**config.mk**
```make
export PLATFORM = sky130hd
export DESIGN_NAME = pwm_multi
export DESIGN_NICKNAME = d
export VERILOG_FILES = /design/src/rtl/pwm_pkg.sv /design/src/rtl/pwm_delay_line.sv /design/src/rtl/pwm_multi.sv
export SDC_FILE = /design/constraint.sdc
export NUM_CORES = 1
export LEC_CHECK = 0
export CAP_MARGIN = 40
export CORE_MARGIN = 3
export CORE_UTILIZATION = 45
export CTS_BUF_LIST = sky130_fd_sc_hd__clkbuf_8
export CTS_CLUSTER_DIAMETER = 50
export DETAILED_ROUTE_END_ITERATION = 6
export GPL_TIMING_DRIVEN = 0
export SYNTH_ARGS = -nofsm -noshare
export SYNTH_HDL_FRONTEND = slang
export SYNTH_HIERARCHICAL = 1
export SYNTH_SLANG_ARGS = --single-unit
export TNS_END_PERCENT = 5
```
**constraint.sdc**
```tcl
create_clock -name clk -period 7 [get_ports clk]
set_input_delay 1.4 -clock clk [delete_from_list [all_inputs] [get_ports clk]]
set_output_delay 1.4 -clock clk [all_outputs]
set_load 0.005 [all_outputs]
```
**src/rtl/pwm_pkg.sv**
```systemverilog
// Shared constants for the multi-channel centre-aligned PWM block.
// Load kind encodings and the minimum legal period.
package pwm_pkg;

  localparam logic [1:0] KIND_DUTY   = 2'd0;
  localparam logic [1:0] KIND_DELAY  = 2'd1;
  localparam logic [1:0] KIND_PERIOD = 2'd2;

  localparam int unsigned PERIOD_MIN = 2;

endpackage

```
**src/rtl/pwm_delay_line.sv**
```systemverilog
// Per-channel programmable delay: dout is din delayed by 'delay' cycles,
// with delay 0 passing din straight through.
module pwm_delay_line #(
  parameter int unsigned  MAX_DELAY = 15,
  localparam int unsigned DLY_W     = $clog2(MAX_DELAY + 1)
) (
  input  logic             clk,
  input  logic             rst_n,
  input  logic             din,
  input  logic [DLY_W-1:0] delay,
  output logic             dout
);

  logic [MAX_DELAY-1:0] shift_q;
  logic [MAX_DELAY:0]   taps;

  always_ff @(posedge clk or negedge rst_n) begin
    if (!rst_n) begin
      shift_q <= '0;
    end else begin
      shift_q <= MAX_DELAY'({shift_q, din});
    end
  end

  // taps[k] is din as it was k cycles ago; the writer saturates delay to MAX_DELAY.
  assign taps = {shift_q, din};
  assign dout = taps[delay];

endmodule

```
**src/rtl/pwm_multi.sv**
```systemverilog
// Multi-channel centre-aligned PWM: one shared up/down counter, duty and period
// double-buffered and applied at the valley, plus a delay line per channel.
module pwm_multi
  import pwm_pkg::*;
#(
  parameter int unsigned  WIDTH      = 12,
  parameter int unsigned  NCH        = 4,
  parameter int unsigned  PERIOD_DEF = 1000,
  parameter int unsigned  MAX_DELAY  = 15,
  localparam int unsigned CH_W       = (NCH > 1) ? $clog2(NCH) : 1,
  localparam int unsigned DLY_W      = $clog2(MAX_DELAY + 1)
) (
  input  logic             clk,
  input  logic             rst_n,
  input  logic             enable,
  input  logic             load_en,
  input  logic [1:0]       load_kind,
  input  logic [CH_W-1:0]  load_ch,
  input  logic [WIDTH-1:0] load,
  output logic [NCH-1:0]   pwm,
  output logic [NCH-1:0]   delayed,
  output logic             valley,
  output logic [WIDTH-1:0] counter
);

  // load_en is asynchronous: two-flop synchroniser then an edge register.
  logic load_meta_q, load_s1_q, load_s2_q;
  logic load_rise;

  always_ff @(posedge clk or negedge rst_n) begin
    if (!rst_n) begin
      load_meta_q <= 1'b0;
      load_s1_q   <= 1'b0;
      load_s2_q   <= 1'b0;
    end else begin
      load_meta_q <= load_en;
      load_s1_q   <= load_meta_q;
      load_s2_q   <= load_s1_q;
    end
  end

  assign load_rise = load_s1_q & ~load_s2_q;

  logic             ch_ok;
  logic             wr_duty, wr_delay, wr_period;
  logic [WIDTH-1:0] period_wdata;
  logic [DLY_W-1:0] delay_wdata;

  assign ch_ok        = int'(load_ch) < int'(NCH);
  assign wr_duty      = load_rise && (load_kind == KIND_DUTY) && ch_ok;
  assign wr_delay     = load_rise && (load_kind == KIND_DELAY) && ch_ok;
  assign wr_period    = load_rise && (load_kind == KIND_PERIOD);
  assign period_wdata = (32'(load) < PERIOD_MIN) ? WIDTH'(PERIOD_MIN) : load;
  assign delay_wdata  = (32'(load) > MAX_DELAY) ? DLY_W'(MAX_DELAY) : DLY_W'(load);

  logic [WIDTH-1:0] cnt_q, cnt_d;
  logic             cnt_up_q, cnt_up_d;
  logic [WIDTH-1:0] period_sh_q, period_act_q;
  logic [WIDTH-1:0] duty_sh_q  [NCH];
  logic [WIDTH-1:0] duty_act_q [NCH];
  logic [DLY_W-1:0] delay_q    [NCH];
  logic [NCH-1:0]   pwm_q, pwm_d;
  logic             valley_q, valley_d;
  logic             xfer;

  // Actives follow the shadows at every valley, and continuously while stopped.
  assign xfer = !enable || (cnt_q == '0);

  always_ff @(posedge clk or negedge rst_n) begin
    if (!rst_n) begin
      period_sh_q  <= WIDTH'(PERIOD_DEF);
      period_act_q <= WIDTH'(PERIOD_DEF);
      for (int c = 0; c < NCH; c++) begin
        duty_sh_q[c]  <= '0;
        duty_act_q[c] <= '0;
        delay_q[c]    <= '0;
      end
    end else begin
      if (xfer) begin
        period_act_q <= period_sh_q;
        for (int c = 0; c < NCH; c++) begin
          duty_act_q[c] <= duty_sh_q[c];
        end
      end
      if (wr_period) begin
        period_sh_q <= period_wdata;
      end
      for (int c = 0; c < NCH; c++) begin
        if (wr_duty && (int'(load_ch) == c)) begin
          duty_sh_q[c] <= load;
        end
        if (wr_delay && (int'(load_ch) == c)) begin
          delay_q[c] <= delay_wdata;
        end
      end
    end
  end

  always_comb begin
    cnt_d    = cnt_q;
    cnt_up_d = cnt_up_q;
    if (!enable) begin
      cnt_d    = '0;
      cnt_up_d = 1'b1;
    end else if (cnt_up_q) begin
      if (cnt_q >= period_act_q) begin
        cnt_d    = cnt_q - WIDTH'(1);
        cnt_up_d = 1'b0;
      end else begin
        cnt_d = cnt_q + WIDTH'(1);
      end
    end else begin
      if (cnt_q == '0) begin
        cnt_d    = WIDTH'(1);
        cnt_up_d = 1'b1;
      end else begin
        cnt_d = cnt_q - WIDTH'(1);
      end
    end
  end

  always_comb begin
    pwm_d    = '0;
    valley_d = enable && (cnt_q == '0);
    for (int c = 0; c < NCH; c++) begin
      pwm_d[c] = enable && (cnt_q < duty_act_q[c]);
    end
  end

  always_ff @(posedge clk or negedge rst_n) begin
    if (!rst_n) begin
      cnt_q    <= '0;
      cnt_up_q <= 1'b1;
      pwm_q    <= '0;
      valley_q <= 1'b0;
    end else begin
      cnt_q    <= cnt_d;
      cnt_up_q <= cnt_up_d;
      pwm_q    <= pwm_d;
      valley_q <= valley_d;
    end
  end

  for (genvar c = 0; c < NCH; c++) begin : g_dly
    pwm_delay_line #(
      .MAX_DELAY(MAX_DELAY)
    ) u_dly (
      .clk  (clk),
      .rst_n(rst_n),
      .din  (pwm_q[c]),
      .delay(delay_q[c]),
      .dout (delayed[c])
    );
  end

  assign pwm     = pwm_q;
  assign valley  = valley_q;
  assign counter = cnt_q;

endmodule
```
==> results of run 1 <==
-- sequential cells by signal (all words and copies together), names as in the netlist --
register and cells:
g_dly.u_dly/shift_q 60, duty_act_q 48, duty_sh_q 48, delay_q 16
counter 12, period_act_q 12, period_sh_q 12, pwm 4
cnt_up_q 1, load_meta_q 1, load_s1_q 1, load_s2_q 1
valley 1
-- through the flow --
step / setup TNS, ns / setup slack [ns] / hold WS (ns)
finish: 0 / 3.26 / 0.348
global route: 0 / 3.15 / 0.358
CTS: 0 / 3.20 / 0.352
detailed placement: 0 / 3.37 / 0.340
global placement: -868.17 / -4.18 / 0.337
floorplan: 0 / 4.37 / 0.331
-- layout make-up --
type,instances,area (um^2)
Inverter,63,236
Timing Repair Buffer,41,433
Sequential cell,217,5450
Buffer,24,113
Fill cell,1742,9430
Tap cell,270,338
Multi-Input combinational cell,492,3840
Clock buffer,48,661
Clock inverter,23,128
-- Yosys cell counts, drive strengths merged, types with 9 or more instances --
master / instances / area share (%)
mux2: 60 / 7.0
nand3: 16 / 0.83
o211ai: 9 / 0.70
mux4: 16 / 4.4
o21ai: 84 / 4.4
nand2: 93 / 3.6
mux2i: 13 / 1.3
buf: 11 / 0.66
inv: 63 / 2.5
a21oi: 21 / 1.1
a21o: 12 / 0.93
and3: 10 / 0.65
ha: 59 / 7.7
nor3: 11 / 0.62
clkbuf: 13 / 0.51
dfstp: 13 / 3.5
dfrtp: 204 / 53
nor2: 24 / 0.96
-- power by group through the flow --
stage	clock network (mW)	logic (mW)	registers (mW)
floorplan	0	1.28	1.93
global placement	0	1.77	2.06
detailed placement	0	1.83	2.08
CTS	1.20	1.84	2.06
global route	1.26	2.06	2.11
finish	1.16	1.83	2.05
-- layout by cell type, fill, tap and decap left out, types with 4 or more instances in the layout --
cell / synthesis / routed
a211o_1: 4 / 4
a21o_1: 12 / 12
a21oi_1: 21 / 21
and3_1: 10 / 10
buf_4: 5 / 5
clkbuf_1: 13 / 13
clkbuf_8: 0 / 48
clkdlybuf4s50_1: 0 / 39
dfrtp_1: 204 / 204
dfstp_2: 13 / 13
ha_1: 59 / 59
inv_1: 63 / 80
mux2_2: 60 / 60
mux2i_1: 13 / 13
mux4_1: 16 / 16
nand2_1: 92 / 92
nand2b_1: 6 / 6
nand3_1: 16 / 16
nand4_1: 6 / 6
nor2_1: 23 / 23
nor2b_1: 5 / 5
nor3_1: 10 / 10
nor4_1: 4 / 4
o211ai_1: 9 / 9
o21ai_0: 83 / 83
xnor2_1: 4 / 4
-- routing by layer --
layer	vias up	track usage (%)
met2	144	30.4
met3	47	3.15
met1	3180	26.5
met4	0	6.76
li1	2983	-
met5	-	0
-- worst max path at each step --
stage / from / to / slack (ns) / cells after the start
6_report: delay_q[12]$_DFFE_PN0P_ / delayed[0] / 3.26 / 4
5_1_grt: delay_q[12]$_DFFE_PN0P_ / delayed[0] / 3.15 / 4
4_1_cts: delay_q[12]$_DFFE_PN0P_ / delayed[0] / 3.20 / 4
3_5_place_dp: load_kind[1] / period_sh_q[4]$_DFFE_PN0P_ / 3.37 / 4
3_3_place_gp: rst_n / duty_sh_q[18]$_DFFE_PN0P_ / -4.18 / 1
2_1_floorplan: load_kind[0] / period_sh_q[10]$_DFFE_PN0P_ / 4.37 / 3
-- logic make-up (layout without fill, tap and decap cells) --
kind of cell / after synthesis / after routing / share of synthesized area (%)
and+or+nand+nor: 193 / 193 / 9.75
AOI/OAI and AO/OA: 147 / 147 / 9.40
xor gates and xnor gates: 4 / 4 / 0.363
adders and majority gates: 59 / 59 / 7.66
muxes: 89 / 89 / 12.7
buffers and inverters: 87 / 199 / 3.62
DFF: 217 / 217 / 56.5
==> impl_metrics.ini, run 1 <==
[routing]
wirelength_um = 22100
top_layer_used = met4
drt_iter0_markers = 411
wl_met2_um = 10500
drt-wirelength-per-cell_um = 18.7
firstDrtPassIters = 4
via_per_inst = 5.39
ant_nets = 0
vias = 6354
met1Wirelength_um = 9970
route.detailed.drc = 0
wl_met3_um = 1080

[synthesis]
ys_types = 56
ys_seq_area_share_pct = 56.5
syn-cell-area_um2 = 9640
syn_nets = 875
synth_cells = 796
synth-main-ff-cell = dfrtp_1
yosysWarnings = 6
synth-seq-cells = 217
async_flop_share_pct = 100
avgSynthCellArea_um2 = 12.1
synth-edff-count = 0

[pwr]
irDropWorstVdd_v = 0.000227
intPower_mw = 3.22
clkPwrFrac_pct = 23.0
power.density_nw_per_um2 = 451
report.power.total_mw = 5.05
power_frac_seq_pct = 40.7
power.switching_mw = 1.83
p_leak_nw = 5.29
combPwrFrac_pct = 36.3
p_sw_share_pct = 36.3

[timing]
maxSlewHeadroom_pct = 44.4
fin_crit_ns = 3.74
slew_violations = 0
fin_crit_sh_pct = 53.4
setup_viol = 0
fmax_mhz = 267
finClkSkew_ns = 0.0247
hold_viol_final = 0
rsz0062_at_grt = false
tightestPinTransition_ns = 0.835

[floorplanning]
die-width_um = 152
io_pins = 41
dieArea_um2 = 23200
die-height_um = 152
row_count = 52
start_util_pct = 46.7
coreArea_um2 = 20600

[worst_hold_path]
hold_path_class = flip-flop to flip-flop
whs_path_depth = 0
holdPathEnd = load_s1_q$_DFF_PN0_
hp-start = load_meta_q$_DFF_PN0_

[finish]
nets = 957
area_delta_synth_final_pct = 16.2
post-route-util_pct = 54.3
antenna_cells = 0
finalNonFillerCells = 1178
final_area_um2 = 11200
drive_above_1_share_pct = 17.0

[worst_setup_path]
cp-end-kind = output pin
crit_path_start_kind = flip-flop
worstPathCellList = mux4_1, mux2i_1, mux2i_1, clkdlybuf4s50_1
cp_max_fo = 5
critPathRequiredTime_ns = 5.60
slowest_delay_ns = 0.61
worstPathArrival_ns = 2.34
cp.buffers_inverters = 1
regToRegSetupSlack_ns = 4.03
rr_startpoint = counter[0]$_DFF_PN0_
crit_path_top_delay_cell = mux4_1
r2r-end = counter[7]$_DFF_PN0_
path_common_cell = mux2i_1
critPathKind = flip-flop to output pin
r2r_cells = 9
crit_family = multiplexers

[job]
cap_viol_max_count = 0

[clock_network]
cts_resized = 0
clk_pin_slew_ns = 0.06
cts_buffers = 39
cts_sinks = 217
clk_latency_ns = 0.52
clk_path_buf_depth = 3
post_cts_buffers = 0
cts_root_buf = clkbuf_8
htree_levels = 2
cts_tree = built
hold_buffers = 0

[placement]
place_congestion = 0.863
place_inst = 1107
place_area_um2 = 10400
portBuffers = 40
hpwl_um = 15000

[global_routing]
grt_pass1_vias = 6546
grt_max_degree = 113
grt_pass1_wl_um = 35300
grt.overflow.total = 0
track_usage_pct = 19.0
antenna_found_initial = 0

[status]
status = finished clean
Note: power is estimated with default switching activity, not from simulation.
==> run 2: changes to the inputs <==
==> constraint.sdc (replaced) <==
create_clock -name clk -period 3.3 [get_ports clk]
set_input_delay 0.66 -clock clk [delete_from_list [all_inputs] [get_ports clk]]
set_output_delay 0.66 -clock clk [all_outputs]
set_load 0.005 [all_outputs]
==> results of run 2 <==
The final DEF is identical to that of run 1. Status: finished clean.
Among the figures that moved: setup slack after placement 3.37 ns -> 0.277 ns; setup slack after layout 3.26 ns -> 0.299 ns; hold slack 0.348 ns -> 0.232 ns; register-to-register setup slack 4.03 ns -> 0.33 ns; total power 5.05 mW -> 10.7 mW; worst IR drop on VDD 0.000227 V -> 0.000482 V
